[src/rtl/battle_pkg.sv]
// battle_pkg -- shared constants for the battle turn sequencer.
//   * FSM state codes (legacy-compatible localparam constants)
//   * battle_control screen codes
//   * USB keycodes for the move / run keys
//   * wild_dmg(): wild pokemon damage table indexed by two random bits
package battle_pkg;

  typedef logic [3:0] battle_state_t;

  localparam battle_state_t ST_IDLE    = 4'd0;
  localparam battle_state_t ST_MENU    = 4'd1;
  localparam battle_state_t ST_P_ANIM  = 4'd2;
  localparam battle_state_t ST_P_APPLY = 4'd3;
  localparam battle_state_t ST_W_ANIM  = 4'd4;
  localparam battle_state_t ST_W_APPLY = 4'd5;
  localparam battle_state_t ST_WIN     = 4'd6;
  localparam battle_state_t ST_LOSE    = 4'd7;
  localparam battle_state_t ST_RUN     = 4'd8;
  localparam battle_state_t ST_DONE    = 4'd9;
  localparam battle_state_t ST_WAIT    = 4'd10;

  localparam logic [2:0] BC_IDLE  = 3'b000;
  localparam logic [2:0] BC_MENU  = 3'b001;
  localparam logic [2:0] BC_P_ATK = 3'b010;
  localparam logic [2:0] BC_W_ATK = 3'b011;
  localparam logic [2:0] BC_WIN   = 3'b100;
  localparam logic [2:0] BC_LOSE  = 3'b101;
  localparam logic [2:0] BC_RUN   = 3'b110;

  localparam logic [7:0] KEY_NONE  = 8'h00;
  localparam logic [7:0] KEY_MOVE1 = 8'h1E;
  localparam logic [7:0] KEY_MOVE2 = 8'h1F;
  localparam logic [7:0] KEY_MOVE3 = 8'h20;
  localparam logic [7:0] KEY_RUN   = 8'h29;

  function automatic logic [7:0] wild_dmg(input logic [1:0] sel);
    case (sel)
      2'd0:    return 8'd5;
      2'd1:    return 8'd10;
      2'd2:    return 8'd15;
      default: return 8'd25;
    endcase
  endfunction

endpackage

[src/rtl/battle_lfsr.sv]
// battle_lfsr -- free-running 8-bit Galois LFSR (taps 8'hB8), advances every Clk.
// Only the bits the sequencer consumes are brought out.
// Optional: CRIT_HIT_EN adds crit_roll (high when lfsr[7:5]==0).
//   Clk      in   system clock
//   Reset    in   synchronous active-low reset, loads SEED
//   dmg_sel  out  lfsr[1:0], wild damage table index
//   crit_roll out (CRIT_HIT_EN only) critical hit roll
module battle_lfsr #(
  parameter logic [7:0] SEED = 8'hA5
) (
  input  logic       Clk,
  input  logic       Reset,
`ifdef CRIT_HIT_EN
  output logic       crit_roll,
`endif
  output logic [1:0] dmg_sel
);

  logic [7:0] lfsr;

  always_ff @(posedge Clk) begin
    if (!Reset) lfsr <= SEED;
    else        lfsr <= lfsr[0] ? ((lfsr >> 1) ^ 8'hB8) : (lfsr >> 1);
  end

  assign dmg_sel = lfsr[1:0];
`ifdef CRIT_HIT_EN
  assign crit_roll = (lfsr[7:5] == 3'b000);
`endif

endmodule

[src/rtl/battle_turn_ctrl.sv]
// battle_turn_ctrl -- turn sequencer for the battle screen.
// Menu -> player attack -> wild attack -> HP update -> faint check, with
// result screens (win / lose / ran away) and a one-shot battle_end back to
// the game FSM. HP changes are committed on entry to the APPLY states so the
// HP bar select strobe and user_hp_wr see the new value during APPLY.
// Optional: CRIT_HIT_EN adds doubled critical damage and the crit output.
//   Clk, Reset      clock, synchronous active-low reset
//   frame_tick      one-Clk pulse per video frame
//   fight_on        battle active; low aborts to IDLE
//   keycode         USB keycode, 0 = none
//   user_hp_in      persisted user HP, loaded at battle start
//   user_hp/wild_hp live HP values
//   user_hp_wr      write-back strobe for user HP
//   hp1/hp2_selbit  user / wild HP bar updating
//   battle_control  screen code
//   poke_faint      high on WIN/LOSE screens
//   crit            (CRIT_HIT_EN only) high during a critical P_ANIM
//   battle_end      one-Clk pulse when the battle finishes
module battle_turn_ctrl
  import battle_pkg::*;
#(
  parameter int         HP_W        = 7,
  parameter int         MAX_HP      = 100,
  parameter int         ANIM_FRAMES = 30,
  parameter int         DMG0        = 10,
  parameter int         DMG1        = 20,
  parameter int         DMG2        = 35,
  parameter logic [7:0] LFSR_SEED   = 8'hA5
) (
  input  logic            Clk,
  input  logic            Reset,
  input  logic            frame_tick,
  input  logic            fight_on,
  input  logic [7:0]      keycode,
  input  logic [HP_W-1:0] user_hp_in,
  output logic [HP_W-1:0] user_hp,
  output logic [HP_W-1:0] wild_hp,
  output logic            user_hp_wr,
  output logic            hp1_selbit,
  output logic            hp2_selbit,
  output logic [2:0]      battle_control,
  output logic            poke_faint,
`ifdef CRIT_HIT_EN
  output logic            crit,
`endif
  output logic            battle_end
);

  localparam int CNT_W = $clog2(ANIM_FRAMES + 1);

  battle_state_t   state, state_nxt;
  logic [CNT_W-1:0] fcnt;
  logic            key_armed;
  logic [HP_W-1:0] dmg_q;
  logic [1:0]      dmg_sel;
  logic            key_move, key_acc, anim_done;
  logic [HP_W-1:0] move_dmg;
  logic [HP_W:0]   wild_diff, user_diff;
  logic [HP_W-1:0] wild_sat, user_sat, dmg_new;

`ifdef CRIT_HIT_EN
  logic            crit_roll, crit_q;
  logic [HP_W:0]   dmg_dbl;
`endif

  battle_lfsr #(.SEED(LFSR_SEED)) u_lfsr (
    .Clk      (Clk),
    .Reset    (Reset),
`ifdef CRIT_HIT_EN
    .crit_roll(crit_roll),
`endif
    .dmg_sel  (dmg_sel)
  );

  assign key_move = (keycode == KEY_MOVE1) || (keycode == KEY_MOVE2) ||
                    (keycode == KEY_MOVE3);
  // Only MENU consumes keys; fight_on gates it so an abort never latches a move.
  assign key_acc   = (state == ST_MENU) && fight_on && key_armed &&
                     (key_move || (keycode == KEY_RUN));
  assign anim_done = frame_tick && (fcnt == CNT_W'(ANIM_FRAMES - 1));

  always_comb begin
    move_dmg = HP_W'(DMG2);
    if (keycode == KEY_MOVE1)      move_dmg = HP_W'(DMG0);
    else if (keycode == KEY_MOVE2) move_dmg = HP_W'(DMG1);
  end

`ifdef CRIT_HIT_EN
  assign dmg_dbl = {move_dmg, 1'b0};
  assign dmg_new = !crit_roll ? move_dmg :
                   (dmg_dbl > (HP_W+1)'(MAX_HP)) ? HP_W'(MAX_HP) : dmg_dbl[HP_W-1:0];
`else
  assign dmg_new = move_dmg;
`endif

  // Saturating subtract: one extra bit catches the borrow.
  assign wild_diff = {1'b0, wild_hp} - {1'b0, dmg_q};
  assign wild_sat  = wild_diff[HP_W] ? '0 : wild_diff[HP_W-1:0];
  assign user_diff = {1'b0, user_hp} - (HP_W+1)'(wild_dmg(dmg_sel));
  assign user_sat  = user_diff[HP_W] ? '0 : user_diff[HP_W-1:0];

  always_comb begin
    state_nxt = state;
    // fight_on low returns to IDLE from everywhere (WAIT's normal exit too).
    if (!fight_on) state_nxt = ST_IDLE;
    else begin
      case (state)
        ST_IDLE:    state_nxt = ST_MENU;
        ST_MENU:    if (key_acc) state_nxt = (keycode == KEY_RUN) ? ST_RUN : ST_P_ANIM;
        ST_P_ANIM:  if (anim_done) state_nxt = ST_P_APPLY;
        ST_P_APPLY: state_nxt = (wild_hp == '0) ? ST_WIN : ST_W_ANIM;
        ST_W_ANIM:  if (anim_done) state_nxt = ST_W_APPLY;
        ST_W_APPLY: state_nxt = (user_hp == '0) ? ST_LOSE : ST_MENU;
        ST_WIN, ST_LOSE, ST_RUN: if (anim_done) state_nxt = ST_DONE;
        ST_DONE:    state_nxt = ST_WAIT;
        ST_WAIT:    state_nxt = ST_WAIT;
        default:    state_nxt = ST_IDLE;
      endcase
    end
  end

  always_ff @(posedge Clk) begin
    if (!Reset) begin
      state     <= ST_IDLE;
      fcnt      <= '0;
      key_armed <= 1'b0;
      user_hp   <= '0;
      wild_hp   <= '0;
      dmg_q     <= '0;
`ifdef CRIT_HIT_EN
      crit_q    <= 1'b0;
`endif
    end else begin
      state <= state_nxt;
      if (state_nxt != state) fcnt <= '0;
      else if (frame_tick)    fcnt <= fcnt + CNT_W'(1);

      // Edge-style acceptance: a held key can fire at most once.
      if (key_acc)                    key_armed <= 1'b0;
      else if (keycode == KEY_NONE)   key_armed <= 1'b1;

      if (state == ST_IDLE && fight_on) begin
        user_hp <= user_hp_in;
        wild_hp <= HP_W'(MAX_HP);
      end
      if (key_acc && key_move) begin
        dmg_q <= dmg_new;
`ifdef CRIT_HIT_EN
        crit_q <= crit_roll;
`endif
      end
      if (state == ST_P_ANIM && state_nxt == ST_P_APPLY) wild_hp <= wild_sat;
      // dmg_sel here is the LFSR value sampled at W_APPLY entry.
      if (state == ST_W_ANIM && state_nxt == ST_W_APPLY) user_hp <= user_sat;
    end
  end

  always_comb begin
    case (state)
      ST_MENU:               battle_control = BC_MENU;
      ST_P_ANIM, ST_P_APPLY: battle_control = BC_P_ATK;
      ST_W_ANIM, ST_W_APPLY: battle_control = BC_W_ATK;
      ST_WIN:                battle_control = BC_WIN;
      ST_LOSE:               battle_control = BC_LOSE;
      ST_RUN:                battle_control = BC_RUN;
      default:               battle_control = BC_IDLE;
    endcase
  end

  assign poke_faint = (state == ST_WIN) || (state == ST_LOSE);
  assign hp2_selbit = (state == ST_P_APPLY);
  assign hp1_selbit = (state == ST_W_APPLY);
  assign user_hp_wr = (state == ST_W_APPLY) && fight_on;
  assign battle_end = (state == ST_DONE) && fight_on;
`ifdef CRIT_HIT_EN
  assign crit = crit_q && (state == ST_P_ANIM);
`endif

endmodule

[config.mk]
export PLATFORM = sky130hd
export DESIGN_NAME = battle_turn_ctrl
export DESIGN_NICKNAME = d
export VERILOG_FILES = /design/src/rtl/battle_pkg.sv /design/src/rtl/battle_lfsr.sv /design/src/rtl/battle_turn_ctrl.sv
export SDC_FILE = /design/constraint.sdc
export NUM_CORES = 1
export LEC_CHECK = 0
export ABC_AREA = 1
export BUFFER_PORTS_ARGS = -buffer_cell sky130_fd_sc_hd__buf_2
export CAP_MARGIN = 15
export CORE_UTILIZATION = 59
export CTS_BUF_LIST = sky130_fd_sc_hd__clkbuf_8
export CTS_CLUSTER_DIAMETER = 60
export CTS_CLUSTER_SIZE = 25
export DETAILED_ROUTE_END_ITERATION = 7
export PLACE_DENSITY = 0.82
export SYNTH_ARGS = -nofsm -noshare
export SYNTH_HDL_FRONTEND = slang
export SYNTH_HIERARCHICAL = 1
export SYNTH_SLANG_ARGS = --single-unit
[constraint.sdc]
create_clock -name Clk -period 3 [get_ports Clk]
set_input_delay 0.6 -clock Clk [delete_from_list [all_inputs] [get_ports Clk]]
set_output_delay 0.6 -clock Clk [all_outputs]
set_load 0.02 [all_outputs]
==> results.cfg, run 1 <==
[status]
status = finished, final reports clean

[setup_path]
cpMaxStageDelayCell = dfxtp_1
setup.worst_path.start = u_lfsr/lfsr[0]$_SDFF_PN1_
crit_top_cell = nor2_1
r2r-start = u_lfsr/lfsr[0]$_SDFF_PN1_
worstSetupEndpointType = register
worstReg2RegEnd = user_hp[2]$_SDFFE_PN0P_
cp_top_family = compound AO/OA/AOI/OAI gates
max_stage_delay_ns = 0.50
start_kind = register
crit_chain = inv_1, ha_1, o21ai_0, ha_1, a21oi_1, nand2_1, a21oi_1, nor2_1, nand4_1, nand2_1, nor2_1, nor2_1
crit_arrival_ns = 2.62
worstSetupPathType = register to register
worstPathRequired_ns = 3.16
reg2reg_slack_ns = 0.54
reg2reg_depth = 12
path_max_fanout = 9
path_buf_inv = 1
path_depth = 12

[synthesis]
synth_common_cells = 99 x nand2_1, 61 x inv_1, 50 x nor2_1, 39 x dfxtp_1, 34 x nand3_1
syn_avg_cell_area_um2 = 6.54
synth_most_common_cell = nand2_1
synth-async-reset-ratio_pct = 0
ys_seq_elements = 39
synth_cell_type_count = 33
synth_nets = 452
synth_area_leader_cell = dfxtp_1
yosys_warnings = 6
synthFlopType = dfxtp_1
synth_cells = 413
yosysSeqAreaShare_pct = 28.9
netlist_area_um2 = 2700
synth-edff-count = 0
yosys-top-cells-area = dfxtp_1 29%, nand2_1 14%, inv_1 8.5%, ha_1 8.3%, nor2_1 6.9%
synth_top_area_share_pct = 28.9

[grt]
grt_start_max_net_pins = 17
grt_pass1_wl_mm = 10.3
antenna_found_initial = 0
grt-ovfl-total = 0
grt_pass1_vias = 2469
grtUsageTotal_pct = 26.1

[detailed_routing]
routed_wl_mm = 5.96
via_per_inst = 5.29
dr_total_vias = 2668
first_iter_violations = 180
drc = 0
dr.pass1.iters = 4
wire_per_inst_um = 11.8
drtAntennaViolNets = 0

[pwr]
combinationalPowerShare_pct = 18.2
p_per_area_nw_per_um2 = 433
ir_drop_uv = 243
pwr-share-seq_pct = 42.4
netSwitchingPower_uw = 364
swShare_pct = 27.4
power_uw = 1330
clkPwrFrac_pct = 39.4
p_leak_uw = 0.00163
internal_power_uw = 962

[clock_network]
cts-root-buf = clkbuf_8
cts_setup_buffers = 0
cts.sinks = 39
cts_made_buffers = 5
hold_buffers = 0
clk_latency_ns = 0.29
cts_resized = 0
htree_num_levels = 2
clkSlewWorstSetupHoldPaths_ns = 0.08
clk_path_buf_depth = 2
cts_tree = done

[timing]
slew_violations = 0
rsz0062_at_grt = no
fin_crit_ns = 2.46
fin_hold_ws_ns = 0.407
max_slew_margin_pct = 63.1
max_freq_ghz = 0.407
setup-tns-final_ns = 0
tightest_slew_ns = 0.553
final_hold_viol_count = 0
setup_viol = 0
period_share_pct = 81.9
finalClockSkew_ns = 0.00596

[placement]
gp_congestion = 0.892
dp_cells = 496
port_buffers = 40
detailedPlacementHpwl_mm = 4.64

[hold_path]
holdPathEnd = u_lfsr/lfsr[2]$_SDFF_PN1_
min_from = u_lfsr/lfsr[3]$_SDFF_PN0_
min_path_cells = 2
hp-class = register to register

[layout]
drive_gt1_share_pct = 17.9
syn_to_final_growth_pct = 13.2
ff_latch_area_um2 = 781
fillers = 402
multiInputGateArea_um2 = 1620
final_nets = 490
n_antenna_cell = 0
final_cell_count_no_fill = 504

[die]
die-area_um2 = 4850
io_pins = 41
row_count = 24
dieWidth_um = 69.7
core_um2 = 4380
start_util_pct = 61.6
die_y_um = 69.7

[job]
max_cap_viol_count = 0
[tightest hold or removal path: stages (launching register included)]
cell and delay (ns):
dfxtp_1 0.31, inv_1 0.03, nand2_1 0.04
[worst max-delay path by stage]
| stage | end | slack (ns) |
|---|---|---|
| 2_1_floorplan | user_hp[2]$_SDFFE_PN0P_ | 0.86 |
| 4_1_cts | user_hp[2]$_SDFFE_PN0P_ | 0.53 |
| 5_1_grt | user_hp[2]$_SDFFE_PN0P_ | 0.31 |
| 6_report | user_hp[2]$_SDFFE_PN0P_ | 0.54 |
| 3_3_place_gp | user_hp[3]$_SDFFE_PN0P_ | 0.75 |
| 3_5_place_dp | user_hp[2]$_SDFFE_PN0P_ | 0.53 |
[stage by stage]
stage | cell area [um^2] | setup slack (ns) | utilization (%)
after detailed placement | 2920 | 0.529 | 66.7
after floorplan | 2700 | 0.856 | -
final | 3060 | 0.544 | 69.8
after global placement | 2920 | 0.748 | 66.7
after CTS | 3060 | 0.527 | 69.8
after global routing | 3060 | 0.313 | 69.8
[power groups by stage]
stage	Combinational [uW]	Clock [uW]	Sequential, uW
2_1_floorplan	173	0	580
4_1_cts	241	528	562
6_report	241	522	562
3_5_place_dp	238	0	574
5_1_grt	276	557	566
3_3_place_gp	232	0	573
[logic make-up (layout without fill, tap and decap cells)]
group | count (synthesis) | in the layout | synth area share [%]
AO/OA/AOI/OAI | 45 | 45 | 9.13
XOR/XNOR | 10 | 10 | 3.24
adder cells (fa/ha/maj) | 20 | 20 | 9.82
buffers and inverters | 76 | 115 | 11.1
flip-flops | 39 | 39 | 28.9
AND/OR/NAND/NOR | 223 | 223 | 37.8
[per-layer routing]
metal / global-route usage (%) / up-vias / wire length, um
met4: 10.0 / 0 / 113
li1: - / 1374 / -
met3: 4.80 / 12 / 199
met5: 0 / - / 0
met1: 32.0 / 1218 / 2760
met2: 45.2 / 64 / 2890
[final cells by class]
type | count | share of cell area [%]
clock inverter | 3 | 2.21
tap | 52 | 2.13
timing repair buffer | 41 | 6.79
clock buffer | 5 | 2.25
multi-input combinational | 298 | 53.0
sequential | 39 | 25.5
inverter | 66 | 8.10
[flip-flops by register name (all words and copies together), names as in the netlist]
| name | count |
|---|---|
| battle_control | 3 |
| wild_hp | 7 |
| user_hp | 7 |
| dmg_q | 4 |
| fcnt | 5 |
| u_lfsr/lfsr | 8 |
| key_armed | 1 |
| state | 4 |
[layout by cell type (no fill, tap or decap), types with 4 or more instances in the layout]
master / synthesis / layout
xor2_1: 6 / 6
buf_2: 4 / 40
nor3_1: 6 / 6
dfxtp_1: 39 / 39
clkbuf_8: 0 / 5
nand3_1: 34 / 34
nand4_1: 7 / 7
xnor2_1: 4 / 4
nor2_2: 9 / 9
nand2_1: 99 / 99
ha_1: 18 / 18
nor2_1: 50 / 50
nand2_2: 6 / 6
inv_2: 5 / 5
a21oi_1: 22 / 22
inv_1: 61 / 61
o21ai_0: 14 / 14
(Power assumes the default switching activity.)
==> inputs of run 2 (changes only) <==
--- a/config.mk
+++ b/config.mk
@@ -5,7 +5,7 @@
 export SDC_FILE = /design/constraint.sdc
 export NUM_CORES = 1
 export LEC_CHECK = 0
-export ABC_AREA = 1
+export ABC_AREA = 0
 export BUFFER_PORTS_ARGS = -buffer_cell sky130_fd_sc_hd__buf_2
 export CAP_MARGIN = 15
 export CORE_UTILIZATION = 59
@@ -13,7 +13,7 @@
 export CTS_CLUSTER_DIAMETER = 60
 export CTS_CLUSTER_SIZE = 25
 export DETAILED_ROUTE_END_ITERATION = 7
-export PLACE_DENSITY = 0.82
+export PLACE_DENSITY = 0.83
 export SYNTH_ARGS = -nofsm -noshare
 export SYNTH_HDL_FRONTEND = slang
 export SYNTH_HIERARCHICAL = 1
==> constraint.sdc (replaced) <==
create_clock -name Clk -period 2.38 [get_ports Clk]
set_input_delay 0.476 -clock Clk [delete_from_list [all_inputs] [get_ports Clk]]
set_output_delay 0.476 -clock Clk [all_outputs]
set_load 0.02 [all_outputs]
==> run 2 against run 1 <==
  * Clock power increased by 6.5%
  * Flip-flop and latch count stayed put
  * Cell area is 2.3% lower
  * Clock skew increased by 0.0070 ns
  * Highest routed layer unchanged
  * Largest power group unchanged
==> results.cfg, run 2 <==
[layout]
regMostFlops = u_lfsr/lfsr
syn_to_final_growth_pct = 15.6
drive_gt1_share_pct = 19.9
n_antenna_cell = 0
final_cell_count_no_fill = 412
final_nets = 400
largest_reg_flops = 8
top_regs = u_lfsr/lfsr: 8 flops, user_hp: 7 flops, wild_hp: 7 flops
final_core_util_pct = 72.6
final_common_cell = buf_2
final_cell_mix = 40 x buf_2, 39 x dfxtp_1, 31 x inv_1

[setup_path]
worstPathRequired_ns = 2.57
path_max_fanout = 5
crit_arrival_ns = 2.41
max_stage_delay_ns = 0.38
start_kind = register
setup.worst_path.start = u_lfsr/lfsr[1]$_SDFF_PN0_
worstSetupEndpointType = register
worstSetupPathType = register to register
reg2reg_depth = 11
crit_chain = inv_1, ha_1, inv_1, ha_1, nor2b_1, o21ai_1, a21oi_1, o21a_1, o211ai_1, buf_4, o22ai_1
cpMaxStageDelayCell = dfxtp_1
r2r-start = u_lfsr/lfsr[1]$_SDFF_PN0_

[clock_network]
htree_num_levels = 2
clk_latency_ns = 0.30
cts.sinks = 39
clk_path_buf_depth = 2
cts-root-buf = clkbuf_8
clkSlewWorstSetupHoldPaths_ns = 0.08
cts_made_buffers = 5
cts_tree = done
hold_buffers = 0

[synthesis]
synth_nets = 353
syn_avg_cell_area_um2 = 8.24
synth_cell_type_count = 61
synth_top_area_share_pct = 30.2
synth-async-reset-ratio_pct = 0
yosys-top-cells-area = dfxtp_1 30%, ha_1 8.7%, inv_1 4.5%, a21oi_1 3.9%, nor2_1 3.6%
ys_seq_elements = 39
synth_area_leader_cell = dfxtp_1
yosys_warnings = 6
synthFlopType = dfxtp_1
synth_cells = 314
yosysSeqAreaShare_pct = 30.2
synth_most_common_cell = dfxtp_1
netlist_area_um2 = 2590
synth_common_cells = 39 x dfxtp_1, 31 x inv_1, 25 x nor2_1, 23 x nand2_1, 20 x a21oi_1
synth-edff-count = 0

[status]
status = finished, final reports clean

[grt]
grt_pass1_wl_mm = 9.56
grt-ovfl-total = 0
grtUsageTotal_pct = 27.4
grt_pass1_vias = 2216
grt_start_max_net_pins = 21
antenna_found_initial = 0

[die]
die-area_um2 = 4650
die_y_um = 68.2
row_count = 23
core_um2 = 4120
io_pins = 41
dieWidth_um = 68.2
start_util_pct = 62.8

[pwr]
clkPwrFrac_pct = 36.5
p_leak_uw = 0.00131
internal_power_uw = 1100
pwr-share-seq_pct = 46.0
p_per_area_nw_per_um2 = 510
ir_drop_uv = 371
netSwitchingPower_uw = 423
swShare_pct = 27.7
combinationalPowerShare_pct = 17.5

[detailed_routing]
wire_per_inst_um = 14.2
drc = 0
drtAntennaViolNets = 0
via_per_inst = 5.90
routed_wl_mm = 5.85
dr.pass1.iters = 5
first_iter_violations = 137
dr_total_vias = 2431

[timing]
max_freq_ghz = 0.452
max_slew_margin_pct = 60.2
setup_viol = 0
tightest_slew_ns = 0.591
fin_crit_ns = 2.21
period_share_pct = 93.0
final_hold_viol_count = 0
slew_violations = 0
setup-tns-final_ns = 0
rsz0062_at_grt = no
finalClockSkew_ns = 0.0130

[placement]
port_buffers = 40
gp_congestion = 0.869
dp_cells = 403
detailedPlacementHpwl_mm = 4.42

[job]
max_cap_viol_count = 0

[hold_path]
min_from = user_hp_in[0]
min_path_cells = 3
hp-class = primary input to register
## run 2: changes by cell type after synthesis, sizes merged, moves of 5 or more
| cell | change |
|---|---|
| o22ai | +5 |
| nand3 | -30 |
| nor2 | -36 |
| nand3b | +5 |
| nand2b | +8 |
| nand2 | -84 |
| inv | -35 |
| and2 | +5 |
| nor4 | +7 |
| nor3 | +7 |
## run 2: cell families (layout without fill, tap and decap cells)
logic type | after synthesis | after routing | share of synthesized area [%]
AND/OR/NAND/NOR | 120 | 120 | 26.2
AO/OA/AOI/OAI | 75 | 75 | 20.3
buffers and inverters | 43 | 91 | 7.16
flip-flops | 39 | 39 | 30.2
adder cells (fa/ha/maj) | 20 | 20 | 10.3
XOR/XNOR | 14 | 14 | 4.74
multiplexers | 3 | 3 | 1.16
## run 2: power groups by stage
stage	registers (uW)	clock network [uW]	logic, uW
final	702	556	267
after global routing	706	586	298
after CTS	702	566	265
after detailed placement	718	0	263
after global placement	716	0	254
after floorplan	727	0	173
## run 2: repair_timing
action / in CTS / in global routing
setup buffers: 0 / 1
endpoints found under the setup margin: 0 / 4
endpoints found under the hold margin: 0 / 0
gates resized for setup: 0 / 1
## run 2: path summary, 6_finish.rpt
check	to	slack (ns)
worst max-delay path	user_hp[1]$_SDFFE_PN0P_	0.17
worst min-delay path	user_hp[0]$_SDFFE_PN0P_	0.45
worst max register to register	user_hp[1]$_SDFFE_PN0P_	0.17
worst min register to register	u_lfsr/lfsr[1]$_SDFF_PN0_	0.46
## run 2: routing by layer
metal	share of wire [%]	up-vias	GRT usage, %
li1	-	1207	-
met1	43	1120	32.8
met2	50	95	47.8
met3	5.5	9	6.00
met4	1.4	0	9.64
met5	0	-	0
## run 2: per-stage QoR
step	hold WS, ns	power (uW)	setup WS [ns]	area (um^2)
after floorplan	0.386	900	0.122	2590
final	0.446	1530	0.166	2990
after CTS	0.437	1530	0.0505	2980
after global routing	0.458	1590	0.0108	2990
after global placement	0.395	970	0.157	2870
after detailed placement	0.434	980	0.0709	2870
## run 2: cell type report
class	instances	area, um^2
sequential	39	781
inverter	31	116
fill	325	1130
multi-input combinational	232	1630
timing repair buffer	52	290
tap	50	62.6
clock inverter	3	43.8
clock buffer	5	68.8
## run 2: worst max-delay path, delay by kind of cell (launching register included)
| family | cells | cell delay, ns |
|---|---|---|
| DFF | 1 | 0.38 |
| adders and majority gates | 2 | 0.50 |
| and+or+nand+nor | 1 | 0.13 |
| AOI/OAI and AO/OA | 5 | 0.75 |
| buffers and inverters | 3 | 0.34 |
